**src/rtl/lsu_mem_if.sv**
```systemverilog
// Load/store initiator for the data RAM port: big-endian lanes, fixed read latency, pipeline stall.
// Optional alignment fault detection is enabled by defining MISALIGN_CHECK_EN.
module lsu_mem_if #(
    parameter int RAM_LAT = 1,
    parameter int ADDR_W  = 32
) (
    input  logic              clk,
    input  logic              rst,
    input  logic              req_i,
    input  logic [2:0]        op_i,
    input  logic [ADDR_W-1:0] addr_i,
    input  logic [31:0]       wdata_i,
    output logic [31:0]       rdata_o,
    output logic              done_o,
    output logic              stall_o,
    output logic              misalign_o,
    output logic              mem_ce_o,
    output logic              mem_we_o,
    output logic [ADDR_W-1:0] mem_addr_o,
    output logic [3:0]        mem_sel_o,
    output logic [31:0]       mem_data_o,
    input  logic [31:0]       mem_data_i
);

    localparam logic [1:0] S_IDLE   = 2'd0;
    localparam logic [1:0] S_ACCESS = 2'd1;
    localparam logic [1:0] S_DONE   = 2'd2;

    localparam logic [2:0] OP_LB  = 3'b000;
    localparam logic [2:0] OP_LBU = 3'b001;
    localparam logic [2:0] OP_LH  = 3'b010;
    localparam logic [2:0] OP_LHU = 3'b011;
    localparam logic [2:0] OP_LW  = 3'b100;
    localparam logic [2:0] OP_SB  = 3'b101;
    localparam logic [2:0] OP_SH  = 3'b110;
    localparam logic [2:0] OP_SW  = 3'b111;

    localparam logic [3:0] LAT_M1 = 4'(RAM_LAT - 1);

    logic [1:0]        r_state;
    logic [3:0]        r_cnt;
    logic [2:0]        r_op;
    logic [ADDR_W-1:0] r_addr;
    logic [31:0]       r_wdata;
    logic [31:0]       r_rdata;
    logic              r_misalign;

    logic              w_access;
    logic              w_done;
    logic              w_in_misalign;
    logic              w_is_store;
    logic [3:0]        w_sel;
    logic [31:0]       w_wdata_rep;
    logic [7:0]        w_byte;
    logic [15:0]       w_half;
    logic [31:0]       w_load_ext;

    assign w_access   = (r_state == S_ACCESS);
    assign w_done     = (r_state == S_DONE);
    assign w_is_store = (r_op == OP_SB) || (r_op == OP_SH) || (r_op == OP_SW);

`ifdef MISALIGN_CHECK_EN
    always_comb begin
        w_in_misalign = 1'b0;
        case (op_i)
            OP_LH, OP_LHU, OP_SH: w_in_misalign = addr_i[0];
            OP_LW, OP_SW:         w_in_misalign = |addr_i[1:0];
            default:              w_in_misalign = 1'b0;
        endcase
    end
`else
    assign w_in_misalign = 1'b0;
`endif

    // Half accesses key off addr[1] and words ignore addr[1:0], so a forced
    // alignment falls out naturally when the fault check is compiled out.
    always_comb begin
        w_sel       = 4'b0000;
        w_wdata_rep = 32'h0;
        case (r_op)
            OP_LB, OP_LBU, OP_SB: begin
                w_sel       = 4'b1000 >> r_addr[1:0];
                w_wdata_rep = {4{r_wdata[7:0]}};
            end
            OP_LH, OP_LHU, OP_SH: begin
                w_sel       = r_addr[1] ? 4'b0011 : 4'b1100;
                w_wdata_rep = {2{r_wdata[15:0]}};
            end
            default: begin
                w_sel       = 4'b1111;
                w_wdata_rep = r_wdata;
            end
        endcase
    end

    always_comb begin
        w_byte = 8'h0;
        case (r_addr[1:0])
            2'b00:   w_byte = mem_data_i[31:24];
            2'b01:   w_byte = mem_data_i[23:16];
            2'b10:   w_byte = mem_data_i[15:8];
            default: w_byte = mem_data_i[7:0];
        endcase
    end

    assign w_half = r_addr[1] ? mem_data_i[15:0] : mem_data_i[31:16];

    always_comb begin
        w_load_ext = 32'h0;
        case (r_op)
            OP_LB:   w_load_ext = {{24{w_byte[7]}}, w_byte};
            OP_LBU:  w_load_ext = {24'h0, w_byte};
            OP_LH:   w_load_ext = {{16{w_half[15]}}, w_half};
            OP_LHU:  w_load_ext = {16'h0, w_half};
            OP_LW:   w_load_ext = mem_data_i;
            default: w_load_ext = 32'h0;
        endcase
    end

    always_ff @(posedge clk) begin
        if (rst) begin
            r_state    <= S_IDLE;
            r_cnt      <= 4'd0;
            r_op       <= 3'd0;
            r_addr     <= '0;
            r_wdata    <= 32'h0;
            r_rdata    <= 32'h0;
            r_misalign <= 1'b0;
        end else begin
            case (r_state)
                S_IDLE: begin
                    if (req_i) begin
                        r_op    <= op_i;
                        r_addr  <= addr_i;
                        r_wdata <= wdata_i;
                        r_rdata <= 32'h0;
                        if (w_in_misalign) begin
                            r_state    <= S_DONE;
                            r_misalign <= 1'b1;
                        end else begin
                            r_state    <= S_ACCESS;
                            r_cnt      <= LAT_M1;
                            r_misalign <= 1'b0;
                        end
                    end
                end
                S_ACCESS: begin
                    if (r_cnt == 4'd0) begin
                        r_rdata <= w_load_ext;
                        r_state <= S_DONE;
                    end else begin
                        r_cnt <= r_cnt - 4'd1;
                    end
                end
                S_DONE: begin
                    r_state    <= S_IDLE;
                    r_misalign <= 1'b0;
                end
                default: r_state <= S_IDLE;
            endcase
        end
    end

    // Every RAM-side output is qualified by ACCESS so nothing leaks out of IDLE/DONE.
    assign mem_ce_o   = w_access;
    assign mem_we_o   = w_access & w_is_store;
    assign mem_addr_o = w_access ? {r_addr[ADDR_W-1:2], 2'b00} : '0;
    assign mem_sel_o  = w_access ? w_sel : 4'b0000;
    assign mem_data_o = (w_access & w_is_store) ? w_wdata_rep : 32'h0;

    assign done_o     = w_done;
    assign rdata_o    = w_done ? r_rdata : 32'h0;
    assign misalign_o = w_done & r_misalign;
    assign stall_o    = ((r_state == S_IDLE) & req_i) | w_access;

endmodule

```
**config.mk**
```make
export PLATFORM = sky130hd
export DESIGN_NAME = lsu_mem_if
export DESIGN_NICKNAME = d
export VERILOG_FILES = /design/src/rtl/lsu_mem_if.sv
export SDC_FILE = /design/constraint.sdc
export NUM_CORES = 1
export LEC_CHECK = 0
export ABC_AREA = 1
export BUFFER_PORTS_ARGS = -buffer_cell sky130_fd_sc_hd__clkbuf_2
export CORE_MARGIN = 10
export CORE_UTILIZATION = 40
export CTS_BUF_LIST = sky130_fd_sc_hd__clkbuf_4
export DETAILED_ROUTE_END_ITERATION = 16
export PLACE_DENSITY = 0.71
export SLEW_MARGIN = 20
export SYNTH_ARGS = -nofsm -noshare
export SYNTH_HDL_FRONTEND = slang
export SYNTH_SLANG_ARGS = --single-unit
export TNS_END_PERCENT = 10
```
**constraint.sdc**
```tcl
create_clock -name clk -period 1.95 [get_ports clk]
set_clock_uncertainty 0.05 [all_clocks]
set_input_delay 0.4875 -clock clk [delete_from_list [all_inputs] [get_ports clk]]
set_output_delay 0.4875 -clock clk [all_outputs]
set_load 0.05 [all_outputs]
```
==> Word-level counts from Yosys, hierarchy flattened <==
Index checks and enable logic that the tools add are counted.
{ "totals": {"regBits": 106, "out_inout_bits": 105, "wordCells": 63, "in_bits": 102} }
{ "classes": {"shifts": 1, "reduce_logical": 15, "addsub": 1, "eq_ne": 14, "mux": 21, "n_bitwise": 4} }
{ "ops": {"columns": ["operator", "count"], "rows": [
  ["$mux W32", 5],
  ["$pmux W32 S5", 1],
  ["$pmux W32 S2", 2],
  ["$pmux W8 S3", 1],
  ["$mux W16", 1],
  ["$mux W4", 4],
  ["$pmux W4 S2", 2],
  ["$eq A3 B3 Y1 const B", 4],
  ["$eq A3 B2 Y1 const B", 2],
  ["$reduce_and A2 Y1", 3],
  ["$reduce_and A3 Y1", 2],
  ["$reduce_or A3 Y1", 2],
  ["$eq A2 B1 Y1 const B", 2],
  ["$eq A2 B2 Y1 const B", 2],
  ["$logic_not A2 Y1", 2],
  ["$logic_not A4 Y1", 1],
  ["$mux W2", 2],
  ["$ne A2 B2 Y1 const B", 2],
  ["$pmux W2 S2", 1],
  ["$reduce_bool A2 Y1", 2],
  ["$shr A4 B2 Y4 const A", 1],
  ["$sub A4 B1 Y4 const B", 1],
  ["$and A1 B1 Y1", 3],
  ["$eq A3 B1 Y1 const B", 1],
  ["other kinds (6)", 7]
]} }

==> Longest topological paths before layout <==
{ "depth": {"word_depth": 5, "depth_mapped": 10, "mapped_depth_nobuf": 8} }

==> Worst setup path before layout <==
No wires, ideal clock.
{ "synth_timing": {"path_kind": "register to output", "startpoint": "register r_state[0]", "endpoint": "output mem_data_o[16]", "required_time_ns": 1.412, "path_stages_with_launch": 8, "slack_ns": -0.921, "arrival_time_ns": 2.333, "cell_sequence": "dfxtp_1 -> inv_2 -> nor2_4 -> inv_2 -> nor3_4 -> buf_2 -> o21ai_0 -> a21oi_1"} }
{ "synth_between": {"elab_chain_len": 3} }
{ "synth_rtl": {"columns": ["element", "line_no", "text"], "rows": [
  ["from (decl)", "40", "logic [1:0] r_state;"],
  ["from (signal assigned)", "122", "r_state <= S_IDLE;"],
  ["from (signal assigned)", "138", "r_state <= S_DONE;"],
  ["from (signal assigned)", "141", "r_state <= S_ACCESS;"],
  ["$eq A2 B1 Y1", "58", "assign w_access = (r_state == S_ACCESS);"],
  ["net mem_ce_o", "17", "output logic mem_ce_o,"],
  ["$and A1 B1 Y1", null, null],
  ["net mem_we_o", "18", "output logic mem_we_o,"],
  ["$mux W32", "169", "assign mem_data_o = (w_access & w_is_store) ? w_wdata_rep : 32'h0;"],
  ["to (decl)", "21", "output logic [31:0] mem_data_o,"]
]} }
The timed path passes the listed nets, and every way through them passes these cells.

==> Worst setup path after layout <==
{ "layout_timing": {"startpoint": "register r_op[0]", "endpoint": "output mem_data_o[20]"} }
{ "layout_between": {"elab_chain_len": 5, "word_cells_on_any_way": 14} }
{ "layout_rtl": {"columns": ["element", "line_no", "text"], "rows": [
  ["from (decl)", "42", "logic [2:0] r_op;"],
  ["from (signal assigned)", "133", "r_op <= op_i;"],
  ["branches (longest 4 deep; another with $pmux W32 S2)", null, null],
  ["$mux W32 *", "169", null]
]} }
Mark *: on every way between the ends.

==> metrics.txt <==
Core Footprint 0.01319 mm2; WP data required 1410 ps; Sink Count 105; period utilization 1.313; hold_sp addr_i[10]; Die Width 135.7 um; commonest non-fill, non-tap cell in the layout nand2_1; Critical R2R Launch r_addr[1]; CP Buf/Inv Count 6; Clock transition at path regs 200 ps; CP Data Arrival Time 2020 ps; sequential power share 0.434; clock share of power 0.201; HP Class input port to flip-flop; final setup fails 100; CTS Root Cell clkbuf_4; WS Path Type flip-flop to primary output; RSZ-0062 raised after global routing true; Int Pwr 3436 uW; net switching power 2265 uW; GR Layer Usage met3 0.08234; I/O pins about 210; Vias/cell 4.932; Peak VDD IR 0.3882 mV; Crit path largest cell delay 400 ps; DP Wirelength 14.10 mm; post-synthesis cell type count 27; IO buf count 203; most frequent cells in the layout nand2_1 (181), clkbuf_2 (101), dfxtp_1 (100), inv_1 (96), nor2_1 (88); final worst slack -610.4 ps; layout cell share with drive strength beyond 1 0.3663; Final Util 0.6707; die area 0.01843 mm2; first-pass GRT wire length between 30 and 40 mm; routed wire length 19.79 mm; vias in the first global route 5922; depth of the CTS H-tree 3; failing checks setup timing; Pleak 0.003704 uW; CP Cell Sequence inv_2, nand2_1, nand2_2, inv_2, nor2_4, inv_4, buf_12, buf_12, a21oi_4, buf_12; die height about 140 um; final worst path period need 2560 ps; main flop type after synthesis dfxtp_1; mapped cell area 0.005359 mm2; worst slew pin tran approximately 530 ps; EDFF count, synth 0; CP max stage cell dfxtp_4; Post-DRT Antenna Nets 0; top cell type's share of synthesized area 0.3922; Initial Utilization 0.4063; Syn-to-layout area delta 65.07%; Hold Path Depth 3; wire length per cell between 15 and 20 um; status complete, but fails checks; average size of a mapped cell about 6.2 um2; drc violations 0; initial antenna violation count 2; total power approximately 5700 uW; GRT met1 Usage 0.2325; synthesized flop and latch total 105; ranking of synthesized cells by area dfxtp_1 (39%), nand2_1 (13%), nor2_1 (11%); placer congestion estimate just over 0.9; Critical Path Sink Type primary output; cell type with the largest total area after synthesis dfxtp_1; row count 42; Rel. slew slack 0.6457; pwr/cell area around 640 mW/mm2; layer with the highest usage met2; yosys warns 0; non-filler instance count after layout 1259; Hold EP r_addr[10]; worst r2r path cells 8; Net Sw Frac 0.3973; Overall Global Routing Usage 0.2052; fin. max-slew vios 0; Max Cap Violations 0; largest net degree at the start of global routing 69; Async SR Flop Fraction 0; worst-path fanout max 7; sequential cell area fraction in the yosys report 0.3922; drt first pass iters 5; Final Hold Viols 0; most used cell, CP buf_12; Vias 6210; worst-skew pair later-pin latency 510 ps; Cells after Synth 859; Worst R2R Setup Slack 280 ps; fmax 0.3906 GHz; Final #Nets 1180; CP delay by family, top buffers and inverters; Gate power share 0.365; worst r2r dst r_rdata[23]; initial DRC count 500; startpoint types flip-flop; CTS tree built; CTS buffer count 9; Longest Clk Path Bufs 2; M2 GR Usage 0.3404; grt total ovfl 0; Placed Instances 1238
[worst min-delay path, delay by kind of cell]
kind,cells,cell delay [ps]
AO/OA/AOI/OAI,2,170
buffers and inverters,1,70
[per-stage QoR]
step | hold slack, ps | worst slack, ps | area (um2) | setup TNS [ps]
4_1_cts | 154.3 | -602.6 | 8622 | -34980
2_1_floorplan | 380.0 | -404.2 | 5682 | -35040
3_3_place_gp | 388.2 | -101.3 | 7736 | -939.3
5_1_grt | 177.9 | -670.9 | 8841 | -40540
6_report | 184.2 | -610.4 | 8846 | -31860
3_5_place_dp | 391.7 | -135.9 | 7736 | -1918
[synthesized netlist by cell type (2+ instances only)]
library cell / count
nand2_1: 182
nor2_1: 161
dfxtp_1: 105
inv_1: 100
o21ai_0: 92
a21oi_1: 87
nand3_1: 47
clkbuf_1: 24
buf_2: 18
buf_1: 7
buf_4: 6
inv_2: 6
o21ai_1: 4
nor3_1: 3
a31oi_1: 2
and2_1: 2
ha_1: 2
nor2_4: 2
[layer usage]
| layer | wire length, um | part of all wire | up-vias |
|---|---|---|---|
| li1 | - | - | 3119 |
| met5 | 0 | 0 | - |
| met2 | 9461 | 0.48 | 248 |
| met4 | 492 | 0.025 | 0 |
| met1 | 7662 | 0.39 | 2814 |
| met3 | 2178 | 0.11 | 29 |
[how the worst max path moves through the flow]
stage	startpoint	end	depth (start not counted)
2_1_floorplan	r_state[0]	mem_data_o[16]	7
3_3_place_gp	r_op[0]	mem_data_o[16]	10
3_5_place_dp	r_op[0]	mem_data_o[20]	10
4_1_cts	r_op[0]	mem_data_o[20]	10
5_1_grt	r_op[0]	mem_data_o[20]	10
6_report	r_op[0]	mem_data_o[20]	10
[what timing repair did]
item / 4_1_cts / 5_1_grt
pin swaps: 9 / 12
resized for setup: 170 / 90
buffers inserted: 4 / 2
cloned: 1 / 1
hold buffers: 0 / 0
endpoints found under the setup margin: 102 / 116
[cells by family after synthesis]
group	Yosys count	synth area share
AOI/OAI and AO/OA	189	0.1805
buffers and inverters	161	0.1212
other	1	0.0006998
adders and majority gates	2	0.004669
DFF	105	0.3922
and+or+nand+nor	401	0.3007
[power by group through the flow]
| stage | registers, uW | clock network (uW) | logic, uW |
|---|---|---|---|
| 5_1_grt | 2500 | 1260 | 2280 |
| 3_3_place_gp | 2500 | 0 | 1820 |
| 2_1_floorplan | 2470 | 0 | 1240 |
| 6_report | 2480 | 1140 | 2080 |
| 4_1_cts | 2460 | 1180 | 2000 |
| 3_5_place_dp | 2510 | 0 | 1850 |
[area by class of cell]
cell class / count / area, um2
Antenna cell: 2 / 5.005
Clock buffer: 9 / 67.56
Clock inverter: 7 / 65.06
Fill cell: 1088 / 4344
Inverter: 106 / 415.4
Multi-Input combinational cell: 595 / 3179
Sequential cell: 105 / 2113
Tap cell: 176 / 220.2
Timing Repair Buffer: 259 / 2780
[flip-flops by register name, summed over array words and instances, names as in the netlist]
register	flops
r_cnt	4
r_wdata	32
r_addr	32
r_op	3
r_rdata	32
r_state	2
Note: power is estimated with default switching activity, not from simulation.
